$ cat config.mk
export PLATFORM = sky130hd
export DESIGN_NAME = run_reset_sequencer
export DESIGN_NICKNAME = d
export VERILOG_FILES = /design/src/rtl/run_reset_sequencer.sv
export SDC_FILE = /design/constraint.sdc
export NUM_CORES = 1
export LEC_CHECK = 0
export BUFFER_PORTS_ARGS = -buffer_cell sky130_fd_sc_hd__buf_2
export CAP_MARGIN = 0
export CORE_ASPECT_RATIO = 0.6
export CORE_UTILIZATION = 45
export CTS_CLUSTER_SIZE = 12
export DETAILED_ROUTE_END_ITERATION = 7
export GPL_ROUTABILITY_DRIVEN = 0
export GPL_TIMING_DRIVEN = 0
export PLACE_DENSITY = 0.65
export SLEW_MARGIN = 30
export SYNTH_ARGS = -nofsm -noshare
export SYNTH_HDL_FRONTEND = slang
export SYNTH_SLANG_ARGS = --single-unit
$ cat constraint.sdc
create_clock -name clk -period 3.9 [get_ports clk]
set_input_delay 0.39 -clock clk [delete_from_list [all_inputs] [get_ports clk]]
set_output_delay 0.39 -clock clk [all_outputs]
set_load 0.1 [all_outputs]
$ cat src/rtl/run_reset_sequencer.sv
`default_nettype none
// ============================================================================
// Module   : run_reset_sequencer
// Brief    : Staggered multi-channel reset release, run gating, cycle counting,
//            halt detection and watchdog timeout for the UP core.
// Revision : 1.0 - initial release
// ============================================================================
module run_reset_sequencer #(
    parameter int RST_CYCLES = 2,
    parameter int NUM_CH     = 2,
    parameter int STAGGER    = 1,
    parameter int CNT_W      = 32,
    parameter int TIMEOUT    = 100000
) (
    input  logic              clk,
    input  logic              rst,
    input  logic              start,
    input  logic              abort,
    input  logic              halt_in,
    output logic [NUM_CH-1:0] ch_rst,
    output logic              run,
    output logic [CNT_W-1:0]  cycle_count,
    output logic              done,
    output logic              timeout,
    output logic [2:0]        state_o
);

    localparam logic [2:0] S_IDLE    = 3'd0;
    localparam logic [2:0] S_RESET   = 3'd1;
    localparam logic [2:0] S_RUN     = 3'd2;
    localparam logic [2:0] S_HALTED  = 3'd3;
    localparam logic [2:0] S_TIMEOUT = 3'd4;

    // Edge count (after the start edge) at which the last channel releases.
    localparam int               C_LAST   = RST_CYCLES + (NUM_CH - 1) * STAGGER;
    localparam int               C_HOLD_W = (C_LAST < 2) ? 1 : $clog2(C_LAST + 1);
    localparam logic [C_HOLD_W-1:0] C_LAST_V = C_HOLD_W'(C_LAST);
    localparam logic [CNT_W-1:0] C_TMO    = CNT_W'(TIMEOUT);
    localparam bit               C_WD_EN  = (TIMEOUT != 0);

    logic [2:0]          r_state;
    logic [C_HOLD_W-1:0] r_hold;
    logic [NUM_CH-1:0]   r_ch_rst;
    logic                r_run;
    logic [CNT_W-1:0]    r_cnt;
    logic                r_done;
    logic                r_tmo;

    logic [2:0]          w_state_nxt;
    logic [C_HOLD_W-1:0] w_hold_inc;
    logic [C_HOLD_W-1:0] w_hold_nxt;
    logic [CNT_W-1:0]    w_cnt_inc;
    logic [CNT_W-1:0]    w_cnt_nxt;
    logic [NUM_CH-1:0]   w_ch_fall;
    logic [NUM_CH-1:0]   w_ch_rst_nxt;
    logic                w_run_nxt;
    logic                w_done_nxt;
    logic                w_tmo_nxt;

    assign w_hold_inc = r_hold + C_HOLD_W'(1);
    assign w_cnt_inc  = (&r_cnt) ? r_cnt : r_cnt + CNT_W'(1);

    generate
        for (genvar i = 0; i < NUM_CH; i++) begin : g_ch
            assign w_ch_fall[i] = (w_hold_inc >= C_HOLD_W'(RST_CYCLES + i * STAGGER));
        end
    endgenerate

    always_ff @(posedge clk) begin
        if (rst) begin
            r_state  <= S_IDLE;
            r_hold   <= '0;
            r_ch_rst <= '1;
            r_run    <= 1'b0;
            r_cnt    <= '0;
            r_done   <= 1'b0;
            r_tmo    <= 1'b0;
        end else begin
            r_state  <= w_state_nxt;
            r_hold   <= w_hold_nxt;
            r_ch_rst <= w_ch_rst_nxt;
            r_run    <= w_run_nxt;
            r_cnt    <= w_cnt_nxt;
            r_done   <= w_done_nxt;
            r_tmo    <= w_tmo_nxt;
        end
    end

    always_comb begin
        w_state_nxt = r_state;
        case (r_state)
            S_IDLE: begin
                if (start) w_state_nxt = S_RESET;
            end
            S_RESET: begin
                if (abort)                     w_state_nxt = S_IDLE;
                else if (w_hold_inc == C_LAST_V) w_state_nxt = S_RUN;
            end
            S_RUN: begin
                if (abort)        w_state_nxt = S_IDLE;
                else if (halt_in) w_state_nxt = S_HALTED;
                else if (C_WD_EN && (w_cnt_inc == C_TMO)) w_state_nxt = S_TIMEOUT;
            end
            S_HALTED, S_TIMEOUT: begin
                if (start) w_state_nxt = S_RESET;
            end
            default: w_state_nxt = S_IDLE;
        endcase
    end

    // Outputs follow the destination state; the counter only advances on RUN edges.
    always_comb begin
        w_ch_rst_nxt = '1;
        w_run_nxt    = 1'b0;
        w_done_nxt   = 1'b0;
        w_tmo_nxt    = 1'b0;
        w_hold_nxt   = '0;
        w_cnt_nxt    = r_cnt;
        case (w_state_nxt)
            S_IDLE: begin
                w_cnt_nxt = '0;
            end
            S_RESET: begin
                w_cnt_nxt = '0;
                if (r_state == S_RESET) begin
                    w_hold_nxt   = w_hold_inc;
                    w_ch_rst_nxt = ~w_ch_fall;
                end
            end
            S_RUN: begin
                w_ch_rst_nxt = '0;
                w_run_nxt    = 1'b1;
                if (r_state == S_RUN) w_cnt_nxt = w_cnt_inc;
            end
            S_HALTED: begin
                w_ch_rst_nxt = '0;
                w_done_nxt   = 1'b1;
            end
            S_TIMEOUT: begin
                w_tmo_nxt = 1'b1;
                if (r_state == S_RUN) w_cnt_nxt = w_cnt_inc;
            end
            default: w_cnt_nxt = '0;
        endcase
    end

    assign ch_rst      = r_ch_rst;
    assign run         = r_run;
    assign cycle_count = r_cnt;
    assign done        = r_done;
    assign timeout     = r_tmo;
    assign state_o     = r_state;

endmodule
`default_nettype wire

==> key figures <==
Status
  – Status: finished clean

Min path
  – Hold Crit Class: reg2reg

Setup path
  – Buf+Inv Stages, Crit Path: 3
  – Setup CP Type: reg2reg
  – Worst path cell trace: ha_1 -> nand4_1 -> buf_4 -> or4_4 -> a311oi_4 -> mux2i_1 -> nand4_1 -> or4b_4 -> buf_6 -> buf_6 -> a21oi_2 -> mux2i_1
  – CP max-delay cell: or4b_4
  – Data arrival, critical path: about 4.0 ns
  – Crit end category: register
  – CP max stage delay: 0.64 ns
  – Startpoint Class: register
  – CP required: 4.10 ns
  – Critical Path Fanout Max: 10
  – Kind of cell adding the most delay to the critical path: simple AND/OR/NAND/NOR gates

Routing
  – Number of remaining DRC errors: 0
  – Detailed Route WL: ~11000 µm
  – Initial DRC count: 430
  – DR WL/cell: 19.6 µm
  – Via-to-Cell Ratio: 6.53
  – Antenna Violating Nets Remaining: 0
  – Via count: approximately 3600
  – DR pass1 iterations: 5

Timing
  – PnR worst setup slack: 0.106 ns
  – Slew headroom: between 30% and 40%
  – Final hold violation count: 0
  – Pins Over Slew Limit: 0
  – Fmax: 264 MHz
  – Clock Skews: 0.00518 ns
  – Actual slew at the worst max-slew pin: 0.906 ns
  – Final setup violating endpoints: 0
  – Period Utilization, post-route: between 90% and 100%
  – Tmin final: 3.79 ns

Clock network
  – # hold bufs at CTS: 0
  – Clk_lat worst skew: 0.29 ns
  – TritonCTS Buffers: 5
  – Htree depth: 2
  – Clock slew at reported path FFs: roughly 0.06 ns
  – CTS sink count: 42
  – Root Buffer: clkbuf_16
  – CTS tree: done
  – Clock Path Buffers: 2

Synth
  – Ys Warns: 0
  – Most numerous cell in the Yosys netlist: nand2_1
  – Primary FF master, synth: dfxtp_1
  – Post-synthesis cell type count: 65
  – Gate Count Post-Synth: 400
  – Number of synthesized flops with an enable pin: 0
  – Synthesized area: 3150 µm²
  – Dominant cell type by area after synthesis: dfxtp_1
  – Mean Syn Cell Area: 7.88 µm²
  – Sequential-to-total area share from yosys stat: 26.7%
  – Ys async rst share: 0%
  – Net Count, Synth: 407
  – Synth top cells by count: 46 x nand2_1, 42 x dfxtp_1, 29 x nand3_1
  – Top cell type's share of synthesized area: 26.7%
  – Synth top area cells: dfxtp_1 27%, mux2i_1 7.0%, nand2_1 5.5%, a21oi_2 4.7%, nand3_1 4.6%
  – Synthesis-stage register bit count: 42

Floorplan
  – Row count: 23
  – Core ar.: 6730 µm²
  – I/O Pins: 45
  – Die Y: 66.8 µm
  – Die W: 110 µm
  – Die Area: 7350 µm²
  – Initial core utilization: 46.8%

Global route
  – Grt ovf: 0
  – Vias in the first global route: 3143
  – Largest net degree at the start of global routing: 14
  – GRT Resource Usage Total: 30.7%
  – First-pass GRT wire length: 16700 µm
  – Initial antenna violation count: 0

Cells and area
  – Number of inserted diodes: 0
  – Post-layout utilization of the core: 56.1%
  – Final nets: roughly 460
  – Ratio of cells with drive above 1 in the final layout: 28.4%
  – Fill cells: 657
  – P&R area growth vs syn: 19.8%

Placement
  – Post-DP HPWL: a little under 8000 µm
  – DP Worst Slack: -0.122 ns
  – # port buffers: 43

Run
  – Max-Cap Viols: 0

Pwr
  – Maximum vdd drop: 147 µV
  – Static Leak: between 0.001 and 0.0015 µW
  – Power per Cell Area: roughly 240 nW/µm²
[cells in the final DEF (no fill, tap or decap), types with 4 or more instances in the layout]
| cell | synthesis | final |
|---|---|---|
| a21oi_1 | 14 | 14 |
| a21oi_2 | 17 | 17 |
| a221o_1 | 7 | 7 |
| and2_1 | 4 | 4 |
| and3_1 | 9 | 9 |
| and4_1 | 7 | 7 |
| buf_2 | 12 | 54 |
| buf_4 | 0 | 8 |
| clkbuf_1 | 18 | 17 |
| clkbuf_16 | 0 | 5 |
| dfxtp_1 | 42 | 31 |
| dfxtp_2 | 0 | 11 |
| inv_1 | 9 | 9 |
| mux2i_1 | 22 | 22 |
| nand2_1 | 46 | 46 |
| nand3_1 | 29 | 28 |
| nand4_1 | 21 | 21 |
| nor2_1 | 26 | 25 |
| nor3_1 | 11 | 10 |
| nor4_1 | 6 | 6 |
| o211a_1 | 4 | 4 |
| or3_1 | 18 | 18 |
| xnor2_1 | 7 | 7 |
| xor2_1 | 4 | 4 |
[registers in the layout (all words and copies together) (netlist names)]
register	flops
state_o	3
ch_rst	2
run	1
done	1
r_hold	2
cycle_count	32
timeout	1
[metrics by stage]
step / power (µW) / hold slack (ns) / instances / cell area, µm² / setup TNS [ns]
after floorplan: 468 / 0.398 / 400 / 3160 / 0
after global placement: 479 / 0.410 / 530 / 3490 / -0.325
after detailed placement: 480 / 0.412 / 530 / 3500 / -0.616
after CTS: 896 / 0.421 / 540 / 3680 / 0
after global routing: 915 / 0.446 / 545 / 3770 / -0.903
final: 887 / 0.415 / 545 / 3770 / 0
[routing by layer]
| metal | up-vias | GRT usage (%) | wire, µm |
|---|---|---|---|
| met2 | 243 | 40.5 | 4140 |
| met5 | - | 0 | 0 |
| met1 | 1670 | 44.5 | 4920 |
| met3 | 20 | 11.7 | 1450 |
| met4 | 0 | 9.17 | 174 |
| li1 | 1625 | - | - |
[cells by family after synthesis]
group           Yosys count  share of synthesized area [%]
simple gates            199                           34.4
compound gates           81                           21.5
buf+inv                  42                           6.20
flops                    42                           26.7
mux                      23                           7.35
xor+xnor                 11                           3.06
fa+ha+maj                 2                          0.794
[worst paths after layout]
path                            slack (ns)  depth (start not counted)              end      startpoint
worst max-delay path                  0.11                         12  cycle_count[10]  cycle_count[0]
worst min-delay path                  0.42                          1        r_hold[0]       r_hold[0]
worst max register to register        0.11                         12  cycle_count[10]  cycle_count[0]
worst min register to register        0.42                          1        r_hold[0]       r_hold[0]
[timing repair]
action | in CTS | in global routing
endpoints found under the setup margin | 22 | 36
pin swaps | 1 | 4
resized for setup | 3 | 15
buffers inserted | 2 | 5
[worst reg2reg max path: cells and delay by family, from the launching register on]
kind,cells,cell delay [ns]
AOI/OAI and AO/OA,2,0.52
buffers and inverters,3,0.52
muxes,2,0.45
adders and majority gates,1,0.28
and+or+nand+nor,4,1.51
DFF,1,0.41
[power breakdown]
part / switching, µW / internal [µW] / total [µW]
combinational: 32.4 / 7.40 / 39.8
sequential: 1.74 / 430 / 432
clock: 178 / 238 / 416
[area by class of cell]
type,instances,area [µm²],area share (%)
timing repair buffer,50,268,7.09
tap,87,109,2.88
buffer,33,166,4.41
clock inverter,2,13.8,0.365
inverter,9,33.8,0.895
clock buffer,6,129,3.41
sequential,42,855,22.6
multi-input combinational,316,2200,58.3
(Power assumes the default switching activity.)
